**config.mk**
```make
export PLATFORM = sky130hd
export DESIGN_NAME = seg7_scan
export DESIGN_NICKNAME = d
export VERILOG_FILES = /design/src/rtl/seg7_scan.sv
export SDC_FILE = /design/constraint.sdc
export NUM_CORES = 1
export LEC_CHECK = 0
export CAP_MARGIN = 20
export CORE_MARGIN = 1.5
export CORE_UTILIZATION = 35
export CTS_CLUSTER_DIAMETER = 80
export DETAILED_ROUTE_END_ITERATION = 10
export SLEW_MARGIN = 20
export SYNTH_ARGS = -nofsm -noshare
export SYNTH_HDL_FRONTEND = slang
export SYNTH_SLANG_ARGS = --single-unit
```
**constraint.sdc**
```tcl
create_clock -name clk_ -period 6.9 [get_ports clk_]
set_input_delay 1.38 -clock clk_ [delete_from_list [all_inputs] [get_ports clk_]]
set_output_delay 1.38 -clock clk_ [all_outputs]
set_load 0.005 [all_outputs]
```
**src/rtl/seg7_scan.sv**
```systemverilog
// Scans up to 8 hex digits onto a multiplexed 7-segment display, one digit per scan_clk rise.
// Latency: a scan_clk rise sampled on clk_ edge N is visible on an/seg/seg_dp at edge N+2.
// Backpressure: none; en=0 blanks the anodes and freezes the digit index and frame shadow.
module seg7_scan #(
    parameter int DIGITS     = 8,
    parameter bit ACTIVE_LOW = 1'b1,
    parameter bit BLANK_LZ   = 1'b1
) (
    input  logic        clk_,
    input  logic        rst_n,
    input  logic        scan_clk,
    input  logic        en,
    input  logic [31:0] data,
    input  logic [7:0]  dp,
    output logic [7:0]  an,
    output logic [6:0]  seg,
    output logic        seg_dp,
    output logic        frame_done
);

    // Inactive levels depend on the board's driver polarity.
    localparam logic [7:0] AN_OFF  = ACTIVE_LOW ? 8'hFF : 8'h00;
    localparam logic [6:0] SEG_OFF = ACTIVE_LOW ? 7'h7F : 7'h00;
    localparam logic       DP_OFF  = ACTIVE_LOW;
    localparam logic [2:0] IDX_MAX = 3'(DIGITS - 1);

    logic        s1_q, s2_q, s3_q;
    logic        tick;
    logic [2:0]  idx_q, idx_d;
    logic [31:0] shadow_q;
    logic [7:0]  dp_sh_q;
    logic [7:0]  an_q;
    logic [6:0]  seg_q;
    logic        seg_dp_q;
    logic        frame_done_q;

    logic [31:0] nib_src;
    logic [7:0]  dp_src;
    logic [3:0]  nib;
    logic        dp_bit;
    logic [7:0]  lz;
    logic        acc;
    logic        blank;
    logic [6:0]  hex_seg;

    // Active-high gfedcba pattern for one hex nibble.
    function automatic logic [6:0] hex7(input logic [3:0] n);
        case (n)
            4'h0: hex7 = 7'h3F;
            4'h1: hex7 = 7'h06;
            4'h2: hex7 = 7'h5B;
            4'h3: hex7 = 7'h4F;
            4'h4: hex7 = 7'h66;
            4'h5: hex7 = 7'h6D;
            4'h6: hex7 = 7'h7D;
            4'h7: hex7 = 7'h07;
            4'h8: hex7 = 7'h7F;
            4'h9: hex7 = 7'h6F;
            4'hA: hex7 = 7'h77;
            4'hB: hex7 = 7'h7C;
            4'hC: hex7 = 7'h39;
            4'hD: hex7 = 7'h5E;
            4'hE: hex7 = 7'h79;
            default: hex7 = 7'h71;
        endcase
    endfunction

    // Three-flop resynchroniser for the divided scan clock; s3 only feeds the edge detect.
    always_ff @(posedge clk_ or negedge rst_n) begin
        if (!rst_n) begin
            s1_q <= 1'b0;
            s2_q <= 1'b0;
            s3_q <= 1'b0;
        end else begin
            s1_q <= scan_clk;
            s2_q <= s1_q;
            s3_q <= s2_q;
        end
    end

    assign tick = s2_q & ~s3_q;

    // Digit 0 opens a frame and is decoded from the live inputs; later digits use the shadow.
    assign nib_src = (idx_q == 3'd0) ? data : shadow_q;
    assign dp_src  = (idx_q == 3'd0) ? dp   : dp_sh_q;
    assign nib     = nib_src[{idx_q, 2'b00} +: 4];
    assign dp_bit  = dp_src[idx_q];
    assign hex_seg = hex7(nib);
    assign idx_d   = (idx_q == IDX_MAX) ? 3'd0 : idx_q + 3'd1;

    // lz[i] is set when shadow nibbles i..DIGITS-1 are all zero.
    always_comb begin
        lz  = '0;
        acc = 1'b1;
        for (int i = 7; i >= 0; i--) begin
            if (i < DIGITS) begin
                acc   = acc & (shadow_q[i*4 +: 4] == 4'h0);
                lz[i] = acc;
            end
        end
    end

    assign blank = BLANK_LZ && (idx_q != 3'd0) && lz[idx_q];

    // Digit scan: update the display on each tick, hold between ticks, park anodes when disabled.
    always_ff @(posedge clk_ or negedge rst_n) begin
        if (!rst_n) begin
            idx_q        <= 3'd0;
            shadow_q     <= '0;
            dp_sh_q      <= '0;
            an_q         <= AN_OFF;
            seg_q        <= SEG_OFF;
            seg_dp_q     <= DP_OFF;
            frame_done_q <= 1'b0;
        end else begin
            frame_done_q <= 1'b0;
            if (!en) begin
                an_q <= AN_OFF;
            end else if (tick) begin
                if (idx_q == 3'd0) begin
                    shadow_q     <= data;
                    dp_sh_q      <= dp;
                    frame_done_q <= 1'b1;
                end
                an_q     <= AN_OFF ^ (8'd1 << idx_q);
                seg_q    <= blank ? SEG_OFF : (hex_seg ^ {7{ACTIVE_LOW}});
                seg_dp_q <= dp_bit ^ ACTIVE_LOW;
                idx_q    <= idx_d;
            end
        end
    end

    assign an         = an_q;
    assign seg        = seg_q;
    assign seg_dp     = seg_dp_q;
    assign frame_done = frame_done_q;

endmodule
```
==> impl_results.md, run 1 <==
- CP required: 7.16 ns
- Synth Area in Compound Gates: 11.1%
- Synthesis warning total: 0
- Residual DRC: 0
- Overall die area: 10,000 sq um
- # resized after CTS: 0
- Cell Chain, Critical Path: inv_1 > ha_1 > nor2b_4 > mux2i_1 > o22ai_1 > o22ai_1 > inv_1 > ha_1 > mux4_2 > o22a_1
- Area share of the largest cell type after synthesis: 35.6%
- Proportion of synthesized chip area in sequential cells: 48.3%
- Top post-synthesis cells by area: dfrtp_1 (36%), mux2_2 (15%), dfstp_2 (13%)
- Reg2reg path depth: 10
- Cell at the root of the clock tree: clkbuf_8
- Worst min-delay path startpoint: s1_q
- Fin. max-slew vios: 0
- Worst hold path depth: 0
- Standard-cell rows: 35
- Dominant combinational cell family by area after synthesis: multiplexers
- Share of synthesized area spent on multiplexers: 23.8%
- Max Freq: 0.263 GHz
- Core region area: 9200 sq um
- Area growth, synth to finish: 27.9%
- Adder and majority cell fraction of the synthesized area: 4.54%
- Origin of the critical flop-to-flop path: idx_q[0]
- Average vias per placed instance: 5.20
- TritonCTS clock tree: done
- CP max stage cell: dfrtp_1
- Synthesized instance count: 270
- Number of enable flip-flop cells after synthesis: 0
- Final design instance area without fill: 4230 sq um
- Category of the critical setup timing path: reg2reg
- Setup Skew: 0.00925 ns
- Antenna violations before repair: 0
- Drt total wl: 7330 um
- Capturing element type of the critical path: flip-flop
- Most common cell in the synthesized netlist: dfrtp_1
- Destination of the worst hold path: s2_q
- Kind of start point of the critical path: flip-flop
- Clk pin slew, worst setup/hold paths: 0.07 ns
- Multi-input gate area: 1610 sq um
- Number of buffers created by CTS: 9
- Mean post-synth cell area: 12.2 sq um
- Placed cell area: 4010 sq um
- Delay of the slowest cell on the worst path: 0.63 ns
- Number of global-route vias before repair: 2,407
- I/O pin count: 61
- Most area-hungry cell type in the Yosys netlist: dfrtp_1
- Number of DRC markers in iteration 0: 112
- Type of the tightest min-delay check: reg2reg
- Count of antenna-violating nets left after detailed routing: 0
- Clock latency on the worst-skew pair: 0.34 ns
- Layout cells sized above 1: 28.7%
- Overall track demand over capacity in global routing: 16.0%
- Length of the first detailed-routing pass in iterations: 4
- Outcome: finished, final reports clean
- Sum of net half-perimeters after detailed placement: 5340 um
- Number of distinct library cell variants in the gate-level netlist after synthesis: 45
- Most used DFF post-synth: dfrtp_1
- Count of final hold-check violations: 0
- Mapped Area: 3310 sq um
- IO buf count: 60
- Global placer's final weighted congestion: 0.838
- Final count of negative-setup-slack endpoints: 0
- Async S/R FF share, synth: 100%
- XOR/XNOR Fraction of Synth Area: 0%
- Ant diodes: 0
- Post-synthesis register bit count: 63
- Worst flop-to-flop path endpoint: seg[3]
- Area of all sequential standard cells: 1600 sq um
- Internal reg-to-reg setup slack: 3.09 ns
- Data arrival time of the worst path: 4.07 ns
- Static leakage: 1.72 nW
- CTS sink cnt: 63
- Horiz. Die Dim: 100 um
- Starting utilization of the core area: 35.9%
- Headroom to the max-slew limit: 46.7%
- Largest net degree at the start of global routing: 64
- Total setup buffers inserted after CTS: 0
- Wire length per cell after detailed routing: 16.5 um
- Peak supply drop: 0.000187 V
- Hold Buf Count CTS: 0
- First-pass GRT wire length: 12,300 um
- Vias after detailed routing: 2,313
- Cell area power density: 443 nW/um^2
- CTS Buffer Depth: 2
- Max H-tree Level: 3
- Max capacitance violation total: 0
- Simple-gate portion of the synthesized area: 9.12%
- Syn_nets: 326
- Largest fanout on the critical path: 16
- Period utilisation layout: 55.2%
- GR Overflow Total: 0
- Setup TNS: 0 ns
- Clock period minus worst slack: 3.81 ns
- Die span in y: 100 um
- Unrepaired setup endpoints after global routing: no
- Number of nets in the layout: 385
- Slew at the pin closest to its max-slew limit: 0.799 ns
- Count of filler cells inserted in the layout: 868
- Most used standard cells in the synthesized netlist: dfrtp_1 (47), mux2_2 (45), nand2_1 (24), dfstp_2 (16), o21ai_0 (13)
==> layout make-up <==
cell class / count / share of cell area [%]
timing repair buffer: 62 / 14.9
clock buffer: 10 / 3.26
multi-input combinational: 186 / 38.2
sequential: 63 / 37.8
tap: 111 / 3.29
inverter: 7 / 0.622
clock inverter: 6 / 1.98
==> routing by layer <==
metal / track usage, % / vias to the layer above / share of wire [%]
met2: 24.1 / 69 / 46
li1: - / 1117 / -
met5: 0 / - / 0
met1: 21.6 / 1116 / 47
met4: 6.83 / 0 / 1.8
met3: 4.60 / 11 / 5.5
==> state kept, by name (all words and copies together), names as in the netlist <==
register and flops:
an 8, frame_done 1, seg_dp 1, seg 7
s2_q 1, s1_q 1, idx_q 3, dp_sh_q 8
shadow_q 32, s3_q 1
==> logic make-up after synthesis <==
group / after synthesis
flops: 63
fa+ha+maj: 12
simple gates: 59
buf+inv: 21
compound gates: 52
mux: 63
==> worst max-delay path, delay by kind of cell (launching register included) <==
family	cells	cell delay [ns]
buffers and inverters	2	0.45
multiplexers	2	0.73
AO/OA/AOI/OAI	3	0.68
AND/OR/NAND/NOR	1	0.53
adder cells (fa/ha/maj)	2	0.72
flip-flops	1	0.63
==> report_power, final <==
part	total, W	internal (W)	switching, W
Sequential	0.000681	0.000539	0.000141
Clock	0.000357	0.000212	0.000145
Combinational	0.000835	0.000457	0.000377
==> placed cells by master, fill, tap and decap left out, types with 2 or more instances in the layout <==
| master | Yosys | routed |
|---|---|---|
| nand3_1 | 6 | 6 |
| and3_1 | 2 | 2 |
| inv_1 | 6 | 6 |
| clkdlybuf4s50_1 | 0 | 59 |
| o211ai_1 | 4 | 4 |
| and3b_1 | 2 | 2 |
| nor2b_1 | 2 | 2 |
| o21ai_1 | 3 | 3 |
| a211oi_1 | 2 | 2 |
| nand2_1 | 24 | 24 |
| nor2_2 | 2 | 2 |
| clkinv_2 | 0 | 3 |
| o21ai_0 | 13 | 13 |
| o32a_1 | 5 | 5 |
| dfrtp_1 | 47 | 47 |
| bufinv_16 | 0 | 2 |
| nor4_1 | 6 | 6 |
| ha_1 | 12 | 12 |
| mux4_2 | 8 | 8 |
| a21oi_1 | 10 | 10 |
| mux2i_1 | 9 | 9 |
| o22ai_1 | 5 | 5 |
| mux2_2 | 45 | 45 |
| nor2_1 | 6 | 5 |
| nand2b_1 | 2 | 2 |
| dfstp_2 | 16 | 16 |
| nand3b_1 | 2 | 2 |
| clkbuf_8 | 0 | 10 |
==> stage by stage <==
stage                     setup slack [ns]  total power, W  hold WS (ns)  cells  util, %
after floorplan                       3.67         0.00129         0.331    270        -
after global placement                3.05         0.00150         0.341    428     43.3
after detailed placement              2.99         0.00152         0.345    429     43.6
after CTS                             3.11         0.00189         0.364    445     46.0
after global routing                  2.76         0.00202         0.374    445     46.0
final                                 3.09         0.00187         0.358    445     46.0
==> how the worst max path moves through the flow <==
stage | startpoint | to | slack (ns)
6_report | idx_q[0] | seg[3] | 3.09
5_1_grt | idx_q[0] | seg[3] | 2.76
4_1_cts | idx_q[0] | seg[3] | 3.11
3_5_place_dp | data[0] | seg[3] | 2.99
3_3_place_gp | data[0] | seg[3] | 3.05
2_1_floorplan | data[0] | seg[3] | 3.67
(Power assumes the default switching activity.)
==> run 2, diff against run 1 <==
- clock period: 6.9 -> 3.57 ns (I/O delays scaled with it)
==> impl_results.md, run 2 (same netlist as run 1, synthesis figures left out) <==
- Largest fanout on the critical path: 11 (-5)
- CP max stage cell: o22ai_1
- Cell at the root of the clock tree: clkbuf_8
- Starting utilization of the core area: 35.9% (unchanged)
- Slew at the pin closest to its max-slew limit: 0.785 ns (-0.0139 ns)
- Peak supply drop: 0.000283 V (+51%)
- Count of filler cells inserted in the layout: 861 (-0.81%)
- Number of global-route vias before repair: 2,452 (+1.9%)
- Number of flip-flops in the largest register: 32 (unchanged)
- CP delay by family, top: compound AO/OA/AOI/OAI gates
- Sum of net half-perimeters after detailed placement: 5210 um (-2.4%)
- Final count of negative-setup-slack endpoints: 0 (unchanged)
- Average vias per placed instance: 5.21 (+0.15%)
- Total setup buffers inserted after CTS: 0 (unchanged)
- Number of buffers created by CTS: 9 (unchanged)
- TritonCTS clock tree: done
- Category of the critical setup timing path: reg2reg
- Top library cells by usage in the layout, fill and taps aside: clkdlybuf4s50_1 (59), dfrtp_1 (47), mux2_2 (45)
- Count of final hold-check violations: 0 (unchanged)
- Max H-tree Level: 3 (unchanged)
- Vias after detailed routing: 2,358 (+1.9%)
- Die span in y: 100 um (unchanged)
- Count of antenna-violating nets left after detailed routing: 0 (unchanged)
- Cell area power density: 848 nW/um^2 (+91%)
- Setup Skew: 0.0105 ns (+0.00122 ns)
- Period utilisation layout: 84.3% (+29 points)
- Clock period minus worst slack: 3.01 ns (-0.799 ns)
- Origin of the critical flop-to-flop path: idx_q[0]
- Area growth, synth to finish: 29.0%
- Number of nets in the layout: 393 (+2.1%)
- Layout cells sized above 1: 30.4% (+1.7 points)
- Capturing element type of the critical path: flip-flop
- Setup TNS: 0 ns (unchanged)
- Sequential group share of total power: 34.5% (-1.9 points)
- Type of the tightest min-delay check: reg2reg
- Outcome: finished, final reports clean
- Wire length per cell after detailed routing: 15.7 um (-4.6%)
- Overall die area: 10,000 sq um (unchanged)
- Residual DRC: 0 (unchanged)
- Number of DRC markers in iteration 0: 106 (-5.4%)
- CTS sink cnt: 63 (unchanged)
- Ant diodes: 0 (unchanged)
- Multi-input gate area: 1610 sq um (unchanged)
- CP required: 3.84 ns (-3.32 ns)
- Clk pwr share: 17.5% (-1.6 points)
- Combinational share of power: 47.9% (+3.3 points)
- Clk pin slew, worst setup/hold paths: 0.07 ns (about the same)
- Antenna violations before repair: 0 (unchanged)
- First-pass GRT wire length: 12,200 um (-0.79%)
- Standard-cell rows: 35 (unchanged)
- Register with the most flip-flops: shadow_q
- Count of buffering cells on the critical path with inverters included: 2 (unchanged)
- Max Freq: 0.332 GHz (+27%)
- I/O pin count: 61 (unchanged)
- Core region area: 9200 sq um (unchanged)
- Switching power total: 0.00131 W (+97%)
- Most common cell after layout, fill and taps aside: clkdlybuf4s50_1
- Unrepaired setup endpoints after global routing: no
- Clock latency on the worst-skew pair: 0.35 ns (about the same)
- Max capacitance violation total: 0 (unchanged)
- GR Overflow Total: 0 (unchanged)
- Data arrival time of the worst path: 3.28 ns (-0.79 ns)
- Delay of the slowest cell on the worst path: 0.49 ns (-0.14 ns)
- Overall track demand over capacity in global routing: 15.9% (-0.077 points)
- Area of all sequential standard cells: 1600 sq um (unchanged)
- # resized after CTS: 0 (unchanged)
- Cell Chain, Critical Path: inv_1 > ha_1 > nor2b_4 > mux2i_1 > o22ai_1 > o22ai_1 > inv_1 > ha_1 > mux4_2 > o22a_1
- Horiz. Die Dim: 100 um (unchanged)
- Kind of start point of the critical path: flip-flop
- Worst min-delay path startpoint: s1_q
- Headroom to the max-slew limit: 47.7% (+0.93 points)
- Static leakage: 1.75 nW (+1.3%)
- Length of the first detailed-routing pass in iterations: 4 (unchanged)
- Critical path startpoint: idx_q[0]
- Drt total wl: 7110 um (-2.9%)
- IO buf count: 60 (unchanged)
- Internal power summed over all cells: 0.00231 W (+91%)
- Hold Buf Count CTS: 0 (unchanged)
- CTS Buffer Depth: 2 (unchanged)
- Fin. max-slew vios: 0 (unchanged)
- Largest net degree at the start of global routing: 64 (unchanged)
- Switching share of total power: 36.1% (+0.70 points)
- Final hold slack: 0.359 ns (+0.000625 ns)
- Global placer's final weighted congestion: 0.950 (+13%)
==> run 2: cell count changes in the layout (fill, tap and decap cells not counted) <==
cell        previous run  this run
buf_12                 0         1
buf_4                  1         9
inv_6                  0         1
clkinv_4               1         2
buf_16                 1         0
bufinv_16              2         1
clkinvlp_4             0         1
clkinv_2               3         1
==> run 2: power groups by stage <==
stage,sequential [W],combinational (W),clock (W)
floorplan,0.00121,0.00128,0
global placement,0.00126,0.00170,0
detailed placement,0.00127,0.00173,0
CTS,0.00125,0.00173,0.000658
global route,0.00130,0.00192,0.000692
finish,0.00125,0.00173,0.000634
==> run 2: layer usage <==
layer  vias up  track usage [%]  share of wire, %
met2        65             24.9                46
met1      1147             20.8                46
met4         0             7.48               1.8
met3         9             4.11               5.4
met5         -                0                 0
li1       1137                -                 -
==> run 2: metrics by stage <==
step / total power (W) / setup slack [ns] / std cells / util (%) / instance area, sq um
floorplan: 0.00250 / 0.613 / 270 / - / 3310
global placement: 0.00297 / 0.419 / 437 / 44.1 / 4060
CTS: 0.00364 / 0.570 / 453 / 46.4 / 4260
global route: 0.00390 / 0.291 / 453 / 46.4 / 4260
finish: 0.00362 / 0.561 / 453 / 46.4 / 4260
detailed placement: 0.00300 / 0.332 / 437 / 44.1 / 4060
==> run 2: path summary, 6_finish.rpt <==
path | endpoint | slack (ns) | cells after the start
min | s2_q | 0.36 | 0
max in group asynchronous | shadow_q[2] | 2.52 | 2
min in group asynchronous | shadow_q[25] | 0.54 | 2
min reg2reg | s2_q | 0.36 | 0
max | seg[3] | 0.56 | 10
max reg2reg | seg[3] | 0.56 | 10
==> run 2: area by class of cell <==
| cell class | count | share of cell area [%] |
|---|---|---|
| timing repair buffer | 70 | 16.0 |
| multi-input combinational | 186 | 37.8 |
| sequential | 63 | 37.4 |
| tap | 111 | 3.26 |
| clock inverter | 6 | 1.61 |
| inverter | 7 | 0.616 |
| clock buffer | 10 | 3.23 |
